**src/rtl/sram_port_arb.sv**
```systemverilog
// Arbiter/sequencer for the shared IFU/LSU single-port SRAM.
// Define SRAM_ARB_STARVE_GUARD_EN to bound IFU starvation.
module sram_port_arb #(
    parameter int ADDR_W     = 16,
    parameter int DATA_W     = 32,
    parameter int STARVE_MAX = 4
) (
    input  logic              clk,
    input  logic              rst_n,
    input  logic              ifu_req_valid,
    output logic              ifu_req_ready,
    input  logic [ADDR_W-1:0] ifu_req_addr,
    output logic              ifu_rsp_valid,
    input  logic              ifu_rsp_ready,
    output logic [DATA_W-1:0] ifu_rsp_rdata,
    input  logic              lsu_req_valid,
    output logic              lsu_req_ready,
    input  logic [ADDR_W-1:0] lsu_req_addr,
    input  logic              lsu_req_write,
    input  logic [DATA_W-1:0] lsu_req_wdata,
    input  logic [DATA_W/8-1:0] lsu_req_wmask,
    output logic              lsu_rsp_valid,
    input  logic              lsu_rsp_ready,
    output logic [DATA_W-1:0] lsu_rsp_rdata,
    output logic              sram_cs,
    output logic              sram_we,
    output logic [ADDR_W-1:0] sram_addr,
    output logic [DATA_W-1:0] sram_wdata,
    output logic [DATA_W/8-1:0] sram_wem,
    input  logic [DATA_W-1:0] sram_rdata
);

    typedef enum logic [1:0] {
        IDLE,
        RSP,
        HOLD
    } state_e;

    state_e            state_q, state_d;
    logic              own_lsu_q, own_lsu_d;
    logic              wr_q, wr_d;
    logic [DATA_W-1:0] hold_q, hold_d;

    logic              rsp_act;
    logic              rsp_fire;
    logic              can_grant;
    logic              sel_ifu;
    logic              force_ifu;
    logic              gnt_ifu;
    logic              gnt_lsu;
    logic [DATA_W-1:0] rsp_data;

    always_comb begin
        rsp_act  = (state_q != IDLE);
        rsp_data = hold_q;
        if (state_q == RSP) begin
            rsp_data = wr_q ? '0 : sram_rdata;
        end
    end

    assign ifu_rsp_valid = rsp_act & ~own_lsu_q;
    assign lsu_rsp_valid = rsp_act & own_lsu_q;
    assign ifu_rsp_rdata = ifu_rsp_valid ? rsp_data : '0;
    assign lsu_rsp_rdata = lsu_rsp_valid ? rsp_data : '0;

    assign rsp_fire = own_lsu_q ? (lsu_rsp_valid & lsu_rsp_ready)
                                : (ifu_rsp_valid & ifu_rsp_ready);

    // Gating with rst_n keeps every ready/command low while reset is held.
    assign can_grant = rst_n & (~rsp_act | rsp_fire);

`ifdef SRAM_ARB_STARVE_GUARD_EN
    logic [3:0] starve_q, starve_d;

    assign force_ifu = ifu_req_valid & (starve_q == 4'(STARVE_MAX));

    always_comb begin
        starve_d = starve_q;
        if (!ifu_req_valid || gnt_ifu) begin
            starve_d = '0;
        end else if (gnt_lsu && starve_q != 4'hF) begin
            starve_d = starve_q + 4'd1;
        end
    end

    always_ff @(posedge clk or negedge rst_n) begin
        if (!rst_n) begin
            starve_q <= '0;
        end else begin
            starve_q <= starve_d;
        end
    end
`else
    assign force_ifu = 1'b0;
`endif

    assign sel_ifu       = force_ifu | ~lsu_req_valid;
    assign ifu_req_ready = can_grant & sel_ifu;
    assign lsu_req_ready = can_grant & ~sel_ifu;
    assign gnt_ifu       = ifu_req_ready & ifu_req_valid;
    assign gnt_lsu       = lsu_req_ready & lsu_req_valid;

    always_comb begin
        sram_cs    = gnt_ifu | gnt_lsu;
        sram_we    = 1'b0;
        sram_addr  = '0;
        sram_wdata = '0;
        sram_wem   = '0;
        if (gnt_lsu) begin
            sram_we    = lsu_req_write;
            sram_addr  = lsu_req_addr;
            sram_wdata = lsu_req_wdata;
            sram_wem   = lsu_req_write ? lsu_req_wmask : '0;
        end else if (gnt_ifu) begin
            sram_addr = ifu_req_addr;
        end
    end

    always_comb begin
        state_d   = state_q;
        own_lsu_d = own_lsu_q;
        wr_d      = wr_q;
        hold_d    = hold_q;
        if (gnt_ifu || gnt_lsu) begin
            state_d   = RSP;
            own_lsu_d = gnt_lsu;
            wr_d      = gnt_lsu & lsu_req_write;
        end else if (rsp_fire) begin
            state_d = IDLE;
        end else if (state_q == RSP) begin
            state_d = HOLD;
            hold_d  = rsp_data;
        end
    end

    always_ff @(posedge clk or negedge rst_n) begin
        if (!rst_n) begin
            state_q   <= IDLE;
            own_lsu_q <= 1'b0;
            wr_q      <= 1'b0;
            hold_q    <= '0;
        end else begin
            state_q   <= state_d;
            own_lsu_q <= own_lsu_d;
            wr_q      <= wr_d;
            hold_q    <= hold_d;
        end
    end

endmodule

```
**config.mk**
```make
export PLATFORM = sky130hd
export DESIGN_NAME = sram_port_arb
export DESIGN_NICKNAME = d
export VERILOG_FILES = /design/src/rtl/sram_port_arb.sv
export SDC_FILE = /design/constraint.sdc
export NUM_CORES = 1
export LEC_CHECK = 0
export ABC_AREA = 1
export ABC_CLOCK_PERIOD_IN_PS = 1600
export CORE_ASPECT_RATIO = 0.6
export CORE_MARGIN = 2
export CORE_UTILIZATION = 31
export CTS_BUF_LIST = sky130_fd_sc_hd__clkbuf_4 sky130_fd_sc_hd__clkbuf_8
export DETAILED_ROUTE_END_ITERATION = 10
export PLACE_DENSITY = 0.8
export REMOVE_ABC_BUFFERS = 1
export SYNTH_ARGS = -nofsm -noshare
export SYNTH_HDL_FRONTEND = slang
export SYNTH_SLANG_ARGS = --single-unit
```
**constraint.sdc**
```tcl
create_clock -name clk -period 1.6 [get_ports clk]
set_input_delay 0.32 -clock clk [delete_from_list [all_inputs] [get_ports clk]]
set_output_delay 0.32 -clock clk [all_outputs]
set_load 0.05 [all_outputs]
```
After elaboration in Yosys (flattened, before gate mapping)

Index checks and enable logic that the tools add are counted.

Bitwise operators: 17
Multiplexer cells: 14
Reduce and logical (&&, ||, !) cells: 4
Equal/unequal tests: 1

Operators with widths:

| cell                                                            | number |
|---|---|
| 32-bit 2-to-1 mux                                               | 5 |
| 16-bit 2-to-1 mux                                               | 2 |
| 1-bit AND                                                       | 10 |
| 4-bit 2-to-1 mux                                                | 2 |
| 2-bit 2-to-1 mux                                                | 3 |
| 1-bit inverter                                                  | 5 |
| 3-bit AND reduction                                             | 1 |
| 3-bit nonzero test                                              | 1 |
| 2-bit by 1-bit == test with 1-bit output, second input constant | 1 |
| 1-bit 2-to-1 mux                                                | 2 |
| 1-bit bitwise OR                                                | 2 |
| 2-bit nonzero test                                              | 1 |
| 1-bit logical OR                                                | 1 |

Word-level logic and storage cells: 40
Register bits after elaboration: 36
Bits of input ports: 107
Output and inout port bits: 122

Depth between registers and ports, before layout

Gate-level depths: netlist (run 1).

Depth in word-level cells: 11
Gate-level depth with buffers: 10
Depth with buffers taken out: 8

Least setup slack after synthesis (run 1)

Ideal clock, no wire load.

Path type: reg-to-output
Start point: register state_q[1]
End point: output ifu_rsp_rdata[10]
Path slack: -1.096 ns
Cell stages (with the launch flop): 8
Data required time: 1.280 ns
Arrival time: 2.376 ns
Buffers on the path: 1
Path through: dfrtp_1 > inv_2 > nand2_4 > inv_1 > nor2_1 > inv_1 > clkbuf_1 > nor2_1

Word-level cells in the longest chain between the ends: 3
Elaborated cells between the ends (all ways): 5
Classes of those cells: eq/ne (1); mux (2); bitwise (1); reduce/logical (1)

Ends and longest elaborated chain:

| item                   | line | source |
|---|---|---|
| from (decl)            | 39   | `state_e state_q, state_d;` |
| from (signal assigned) | 143  | `state_q <= state_d;` |
| 2-bit nonzero test     | 54   | `rsp_act = (state_q != IDLE);` |
| 1-bit AND              | 61   | `assign ifu_rsp_valid = rsp_act & ~own_lsu_q;` |
| via ifu_rsp_valid      | 13   | `output logic ifu_rsp_valid,` |
| 32-bit 2-to-1 mux      | 63   | `assign ifu_rsp_rdata = ifu_rsp_valid ? rsp_data : '0;` |
| to (decl)              | 15   | `output logic [DATA_W-1:0] ifu_rsp_rdata,` |

The timed path passes the listed nets, and every way through them passes these cells.

Worst setup path in the final report (run 1)

Start point: register state_q[1]
End point: output sram_wem[3]

Word-level cells in the longest chain between the ends: 9
Elaborated cells between the ends (all ways): 12
Classes of those cells: mux (2); bitwise (9); reduce/logical (1)

Ends and longest elaborated chain:

| item                         | line   | source |
|---|---|---|
| 2-bit nonzero test *         | 54     |  |
| 1-bit AND (on tied branches) | 61, 62 |  |
| 1-bit AND (on tied branches) | 67, 66 |  |
| 1-bit 2-to-1 mux             | 66     | `assign rsp_fire = own_lsu_q ? (lsu_rsp_valid & lsu_rsp_ready)` |
| 1-bit bitwise OR *           | 70     | `assign can_grant = rst_n & (~rsp_act \| rsp_fire);` |
| 1-bit AND *                  | 70     |  |
| 1-bit AND *                  | 99     | `assign lsu_req_ready = can_grant & ~sel_ifu;` |
| 1-bit AND *                  | 101    | `assign gnt_lsu = lsu_req_ready & lsu_req_valid;` |
| 4-bit 2-to-1 mux *           | 109    | `if (gnt_lsu) begin` |
| to (decl)                    | 29     | `output logic [DATA_W/8-1:0] sram_wem,` |

Every way passes the cells marked *; elsewhere a longest branch is shown, timed or not.

==> impl_metrics.ini, run 1 <==
[route]
firstDrtPassIters = 5
antenna_left = 0
viasPerCell = 5.47
drt_wl_total_um = 19400
drc = 0
vias = 4825
top_layer_used = met4
dr.first_iter.drc_count = 396
route.met3.wl_um = 1640
wire_per_inst_um = 22.0
route.met2.wl_um = 9800
wl_met1_um = 7160

[synth]
synth_cells = 455
ys_seq_area_frac = 0.315
yosys.cell_types.count = 19
ys_ff_latch = 36
synth_top_area_share = 0.315
synth_area_leaders = dfrtp_1, o21ai_0, nand2_1, nor2_1, inv_1
ys_warn_count = 0
yosys.area.top_type = dfrtp_1
synth_area_per_cell_um2 = 6.29
synthesis.area_um2 = 2860

[worst_setup_path]
crit_slowest_cell = dfrtp_1
worstPathRequired_ns = 1.28
worstReg2RegEnd = hold_q[14]
crit_chain = inv_2 -> nand2_4 -> nand3_4 -> nand3_4 -> buf_6 -> nand2_8 -> nor2_8 -> inv_8 -> clkbuf_16 -> nor2_2 -> buf_6
critPathLaunchType = flop
cp_num_buf_inv = 5
r2r_start = state_q[1]
critPathTopFamily = buffers and inverters
end_kind = output port
worstPathMaxFanout = 7
path_class = reg2out
cp.arrival_ns = 1.99
slowest_delay_ns = 0.43
reg2reg_slack_ns = -0.44
startpoint = state_q[1]
reg2reg_depth = 10

[sta]
slew-limit-headroom = 0.685
fin_crit_ns = 2.31
timing.final.crit_share = 1.44
setup_ws_ns = -0.711
fmax_mhz = 433
fin_skew_ns = 0.0142
setup_violations = 155
worst_pin_slew_ns = 0.467
tns_ns = -87.93
slew_violations = 0
grt_setup_unrepaired = true
hold_viol = 0

[floorplan]
start_util = 0.315
io_pins = 229
dieArea_um2 = 10000
rows = 27
coreArea_um2 = 9090
die_w_um = 128
die_h_um = 78.5

[run_status]
violations = negative setup slack
outcome = finished, violations left

[global_route]
antenna_found_initial = 0
grt_pass1_vias = 4593
grt_usage = 0.285
grt_max_degree = 35
overflow = 0
grt_pass1_wl_um = 22800

[power]
peakVddDrop_uv = 1620
powerDensity_nw_per_um2 = 1920
total_power_mw = 16.2
p_leak_nw = 3.66

[clocking]
path_clk_slew_ns = 0.08
cts_tree = done
clockBufferDepth = 2
cts_buffers = 5
clockRootBuffer = clkbuf_8
ctsHoldBuffers = 0
numClockSinks = 36
clock_tree.htree_level_count = 2
clock_latency_ns = 0.31

[placed_design]
post-dp-hpwl_um = 9250
portBuffers = 228
gp_congestion = 0.788

[cells_and_area]
drive_gt1_frac = 0.572
layout_commonest_cell = clkdlybuf4s50_1
final_cell_mix = clkdlybuf4s50_1, buf_12, nand2_1, nor2_4, buf_4
area_growth_pct = 195
diodes = 0
nNetsFinal = 872

[hold_path]
hold_path_class = in2async

[run]
maxCapViolCount = 0
[timing repair]
item                       4_1_cts  5_1_grt
gates cloned                     8       15
pin swaps                       26       21
gates resized for setup        258      133
setup endpoints to repair      121      154
buffers inserted                17       22
[synthesized netlist by cell type]
cell,n
dfrtp_1,36
inv_2,1
inv_4,1
o21ai_0,80
inv_1,69
buf_12,1
nor2_2,20
nand2_4,2
o211ai_1,1
nand2_1,95
buf_2,4
nor2_1,74
nor2_8,1
nand3_1,11
nor2_4,10
clkbuf_1,24
buf_6,3
nand4_1,18
nand3_2,4
[stage by stage]
stage	cells	cell area (um^2)	setup slack (ns)	hold WS, ns	utilization
global placement	823	6390	-0.475	0.393	0.704
detailed placement	823	6390	-0.578	0.397	0.704
finish	882	8440	-0.711	0.112	0.929
CTS	854	7600	-0.548	0.0818	0.836
floorplan	423	2700	-1.48	0.0244	-
global route	882	8440	-0.773	0.121	0.929
[registers in the layout, indices dropped and copies added (netlist names)]
register / count
hold_q: 32
own_lsu_q: 1
state_q: 2
wr_q: 1
[cells by family (layout without fill, tap and decap cells)]
family                 after synthesis  in the layout  share of synthesized area
DFF                                 36             36                      0.315
AOI/OAI and AO/OA                   81             81                      0.142
buffers and inverters              103            413                      0.151
and+or+nand+nor                    235            236                      0.392
[layer usage]
metal  GRT usage  vias to the layer above
met1       0.336                     2328
met2       0.520                      376
met4      0.0912                        0
met5           0                        -
li1            -                     2040
met3      0.0579                       81
[power breakdown]
part	total (mW)	internal (mW)	leakage, nW	switching, mW
registers	1.57	1.24	0.466	0.325
clock network	0.735	0.345	0.0510	0.390
logic	13.9	6.06	3.15	7.84
total	16.2	7.64	3.66	8.56
[cell type report]
type,count,area (um^2)
clock buffer,6,82.6
clock inverter,2,10.0
fill,295,644
inverter,71,277
multi-input combinational,317,2480
sequential,36,901
tap,116,145
timing repair buffer,334,4550
[how the worst max path moves through the flow]
stage                                  end  cells past startpoint
after global placement        sram_addr[6]                      8
after floorplan           ifu_rsp_rdata[0]                      6
final                          sram_wem[3]                     11
after global routing           sram_wem[3]                     11
after CTS                     sram_addr[1]                      9
after detailed placement      sram_addr[0]                      8
Power figures use the tool's default switching activity.
==> inputs of run 2 (changes only) <==
--- a/config.mk
+++ b/config.mk
@@ -8,7 +8,7 @@
 export ABC_AREA = 1
 export ABC_CLOCK_PERIOD_IN_PS = 1600
 export CORE_ASPECT_RATIO = 0.6
-export CORE_MARGIN = 2
+export CORE_MARGIN = 4
 export CORE_UTILIZATION = 31
 export CTS_BUF_LIST = sky130_fd_sc_hd__clkbuf_4 sky130_fd_sc_hd__clkbuf_8
 export DETAILED_ROUTE_END_ITERATION = 10
==> impl_metrics.ini, run 2 (synthesis results as in run 1) <==
[route]
viasPerCell = 5.89
route.met3.wl_um = 2260
top_layer_used = met4
drt_wl_total_um = 22800
drc = 0
vias = 5103
antenna_left = 0
wire_per_inst_um = 26.3
wl_met1_um = 7700
route.met2.wl_um = 11100
dr.first_iter.drc_count = 471
firstDrtPassIters = 7

[power]
p_int_mw = 7.43
total_power_mw = 16.3
swShare = 0.544
switching_power_mw = 8.87
clkPwrFrac = 0.050
seqPwrFrac = 0.099
powerDensity_nw_per_um2 = 2000
peakVddDrop_uv = 1610
p_comb_frac = 0.851
p_leak_nw = 3.54

[cells_and_area]
top_regs = hold_q (32), state_q (2)
fillCellCount = 273
top_register = hold_q
drive_gt1_frac = 0.529
area_growth_pct = 185
regArea_um2 = 901
final_cell_mix = clkdlybuf4s50_1, buf_12, nor2_4, nand2_1, buf_4
multi_input_area_um2 = 2370
fin_cells = 867
largest_reg_flops = 32
final_util = 0.933
layout_commonest_cell = clkdlybuf4s50_1
nNetsFinal = 860

[clocking]
clock_tree.htree_level_count = 2
clock_latency_ns = 0.31
clockBufferDepth = 2
path_clk_slew_ns = 0.09
cts_tree = done
cts_buffers = 5
ctsHoldBuffers = 0
numClockSinks = 36
clockRootBuffer = clkbuf_8

[floorplan]
start_util = 0.327
io_pins = 229
dieArea_um2 = 10900
die_h_um = 82.5
rows = 26
die_w_um = 132
coreArea_um2 = 8750

[run]
maxCapViolCount = 0

[sta]
fin_skew_ns = 0.0136
holdWs_ns = 0.486
fin_crit_ns = 2.35
slew_violations = 0
setup_violations = 155
tns_ns = -74.50
timing.final.crit_share = 1.47
worst_pin_slew_ns = 0.541
fmax_mhz = 425
hold_viol = 0
setup_ws_ns = -0.751
grt_setup_unrepaired = true
slew-limit-headroom = 0.639

[global_route]
grt_pass1_vias = 4503
grt_max_degree = 37
overflow = 0
antenna_found_initial = 1
grt_pass1_wl_um = 23400
grt_usage = 0.270

[worst_setup_path]
reg2reg_depth = 8
end_kind = output port
startpoint = state_q[0]
worstPathMaxFanout = 17
r2r_start = state_q[0]
path_class = reg2out
worstPathRequired_ns = 1.28
cp.arrival_ns = 2.03
reg2reg_slack_ns = -0.30
worstReg2RegEnd = hold_q[15]
critPathLaunchType = flop
crit_end = ifu_rsp_rdata[29]

[hold_path]
hold_path_class = in2async

[placed_design]
post-dp-hpwl_um = 10000
place_inst = 822
gp_congestion = 0.774
portBuffers = 228

[run_status]
outcome = finished, violations left
violations = negative setup slack
==> run 2: timing repair <==
action	in CTS	in global routing
buffers inserted	6	11
resized for setup	215	155
cloned	6	13
pin swaps	8	10
setup endpoints to repair	122	154
==> run 2: per-stage QoR <==
stage,worst slack [ns],area [um^2]
after global placement,-0.568,6410
after global routing,-0.798,8160
final,-0.751,8160
after detailed placement,-0.623,6410
after floorplan,-1.48,2700
after CTS,-0.494,7370
==> run 2: final cells by class <==
| class | instances | share of cell area |
|---|---|---|
| Timing Repair Buffer | 320 | 0.531 |
| Tap cell | 112 | 0.0172 |
| Multi-Input combinational cell | 317 | 0.290 |
| Inverter | 71 | 0.0349 |
| Timing Repair inverter | 2 | 0.00445 |
| Sequential cell | 36 | 0.110 |
| Clock buffer | 8 | 0.0120 |
| Antenna cell | 1 | 0.000307 |
==> run 2: metal layers <==
metal / GRT usage / vias to the layer above
met5: 0 / -
met4: 0.0723 / 0
met3: 0.0745 / 168
met2: 0.515 / 490
met1: 0.302 / 2416
li1: - / 2029
==> run 2: worst min path at each step <==
stage | start | end | slack, ns
after floorplan | rst_n | hold_q[0] | 0.02
after global placement | wr_q | wr_q | 0.46
after detailed placement | wr_q | wr_q | 0.46
after CTS | rst_n | hold_q[18] | 0.44
after global routing | rst_n | state_q[0] | 0.50
final | rst_n | hold_q[16] | 0.49
==> run 2: power groups by stage <==
stage	Clock [mW]	Sequential [mW]	Combinational, mW
floorplan	0	1.40	4.65
global placement	0	1.40	9.47
detailed placement	0	1.43	9.70
CTS	0.714	1.47	11.2
global route	0.837	1.62	14.2
finish	0.809	1.61	13.9
==> run 2: worst max-delay path, cell delays in order, from the launching register on <==
cell	delay [ns]
dfrtp_1	0.40
inv_2	0.08
buf_6	0.12
nor2_4	0.19
buf_12	0.21
buf_6	0.12
nand3_1	0.10
nand2_1	0.12
inv_2	0.08
nor2_4	0.14
buf_12	0.15
==> inputs of run 3 (changes only) <==
--- a/config.mk
+++ b/config.mk
@@ -14,6 +14,7 @@
 export DETAILED_ROUTE_END_ITERATION = 10
 export PLACE_DENSITY = 0.8
 export REMOVE_ABC_BUFFERS = 1
+export SKIP_LAST_GASP = 1
 export SYNTH_ARGS = -nofsm -noshare
 export SYNTH_HDL_FRONTEND = slang
 export SYNTH_SLANG_ARGS = --single-unit
==> impl_metrics.ini, run 3 (synthesis results as in run 1) <==
[cells_and_area]
layout_commonest_cell = clkdlybuf4s50_1
stdcell_area_um2 = 8550
area_growth_pct = 198
fillCellCount = 123
drive_gt1_frac = 0.572
multi_input_area_um2 = 2550
fin_cells = 880
nNetsFinal = 872
largest_reg_flops = 32
regArea_um2 = 901
top_regs = hold_q (32), state_q (2)
top_register = hold_q
final_cell_mix = clkdlybuf4s50_1, buf_12, nor2_4, inv_1, buf_4
final_util = 0.977

[power]
p_leak_nw = 3.75
p_comb_frac = 0.857
switching_power_mw = 9.23
powerDensity_nw_per_um2 = 2010
p_int_mw = 7.98
seqPwrFrac = 0.098
total_power_mw = 17.2
peakVddDrop_uv = 1530
clkPwrFrac = 0.045
swShare = 0.536

[run]
maxCapViolCount = 0

[placed_design]
portBuffers = 228
post-place-ws_ns = -0.623
placed_area_um2 = 6410
gp_congestion = 0.774
post-dp-hpwl_um = 10000
place_inst = 822

[sta]
holdWs_ns = 0.466
hold_viol = 0
slew_violations = 0
worst_pin_slew_ns = 0.503
grt_setup_unrepaired = true
fin_crit_ns = 2.45
setup_violations = 157
fin_skew_ns = 0.0142
tns_ns = -84.15
setup_ws_ns = -0.851
fmax_mhz = 408
slew-limit-headroom = 0.664
timing.final.crit_share = 1.53

[worst_setup_path]
critPathLaunchType = flop
cp.arrival_ns = 2.13
critPathTopFamily = buffers and inverters
slowest_delay_ns = 0.39
crit_chain = inv_2 -> nand2_4 -> nand3_4 -> nand3_4 -> nand4_1 -> buf_6 -> buf_6 -> o21ai_1 -> buf_4 -> buf_12
worstPathMaxFanout = 8
path_class = reg2out
end_kind = output port
cp_num_buf_inv = 5
crit_slowest_cell = dfrtp_1
worstPathRequired_ns = 1.28

[route]
wire_per_inst_um = 27.9
drt_wl_total_um = 24600
drc = 0
dr.first_iter.drc_count = 652
firstDrtPassIters = 5
antenna_left = 0
vias = 5246
viasPerCell = 5.96

[global_route]
grt_pass1_vias = 4495
grt_pass1_wl_um = 23600
overflow = 0
grt_max_degree = 37
antenna_found_initial = 0
grt_usage = 0.272

[floorplan]
rows = 26
start_util = 0.327
coreArea_um2 = 8750
die_h_um = 82.5
io_pins = 229
dieArea_um2 = 10900
die_w_um = 132

[run_status]
violations = negative setup slack
outcome = finished, violations left

[clocking]
cts_tree = done
path_clk_slew_ns = 0.09
cts_buffers = 5
clockBufferDepth = 2
numClockSinks = 36
clock_latency_ns = 0.31
clockRootBuffer = clkbuf_8
clock_tree.htree_level_count = 2

[hold_path]
hold_path_class = in2async
run 3: cell count changes in the layout (fill, tap and decap cells not counted), moves of 13 or more:
cell	delta
nand2_4	+24
nand2_1	-24
o21ai_2	+18
o21ai_1	-18
inv_2	-13
nor2_4	-15
run 3: worst reg2reg max path, cell delays in order (launching register included):
cell	delay (ns)
dfrtp_1	0.39
inv_2	0.08
buf_6	0.13
nor2_4	0.19
buf_12	0.19
buf_8	0.12
nand3_4	0.18
clkbuf_16	0.25
nand2_1	0.12
o21ai_1	0.12
run 3: path summary, 6_finish.rpt:
kind / cells past startpoint / from / slack, ns / endpoint
worst max-delay path: 10 / state_q[0] / -0.85 / sram_addr[5]
worst min-delay path: 3 / rst_n / 0.47 / state_q[0]
worst max register to register: 9 / state_q[0] / -0.31 / hold_q[31]
worst min register to register: 2 / wr_q / 0.52 / wr_q
max in group asynchronous: 3 / rst_n / 0.79 / hold_q[16]
min in group clk: 2 / wr_q / 0.52 / wr_q
run 3: layout make-up:
class / count / share of cell area
repair buffers: 332 / 0.530
multi-input cells: 317 / 0.298
flip-flops and latches: 36 / 0.105
inverters: 71 / 0.0340
well taps: 112 / 0.0164
clock buffers: 8 / 0.0114
repair inverters: 2 / 0.00425
diodes: 2 / 0.000586
run 3: metal layers:
layer	vias up	global-route usage	routed length, um
met5	-	0	0
met4	0	0.0943	1850
met3	183	0.0799	2600
met2	521	0.514	12100
met1	2494	0.299	8050
li1	2048	-	-
run 3: power by group through the flow:
stage | Clock [mW] | Combinational [mW] | Sequential [mW]
global placement | 0 | 9.47 | 1.40
finish | 0.777 | 14.8 | 1.68
CTS | 0.714 | 11.0 | 1.46
global route | 0.816 | 15.0 | 1.70
floorplan | 0 | 4.65 | 1.40
detailed placement | 0 | 9.70 | 1.43
run 3: timing repair:
item	CTS	global route
pin swaps	8	17
endpoints found under the hold margin	0	0
gates cloned	6	18
setup buffers	6	23
setup endpoints to repair	122	155
gates resized for setup	168	252
hold buffers	0	0
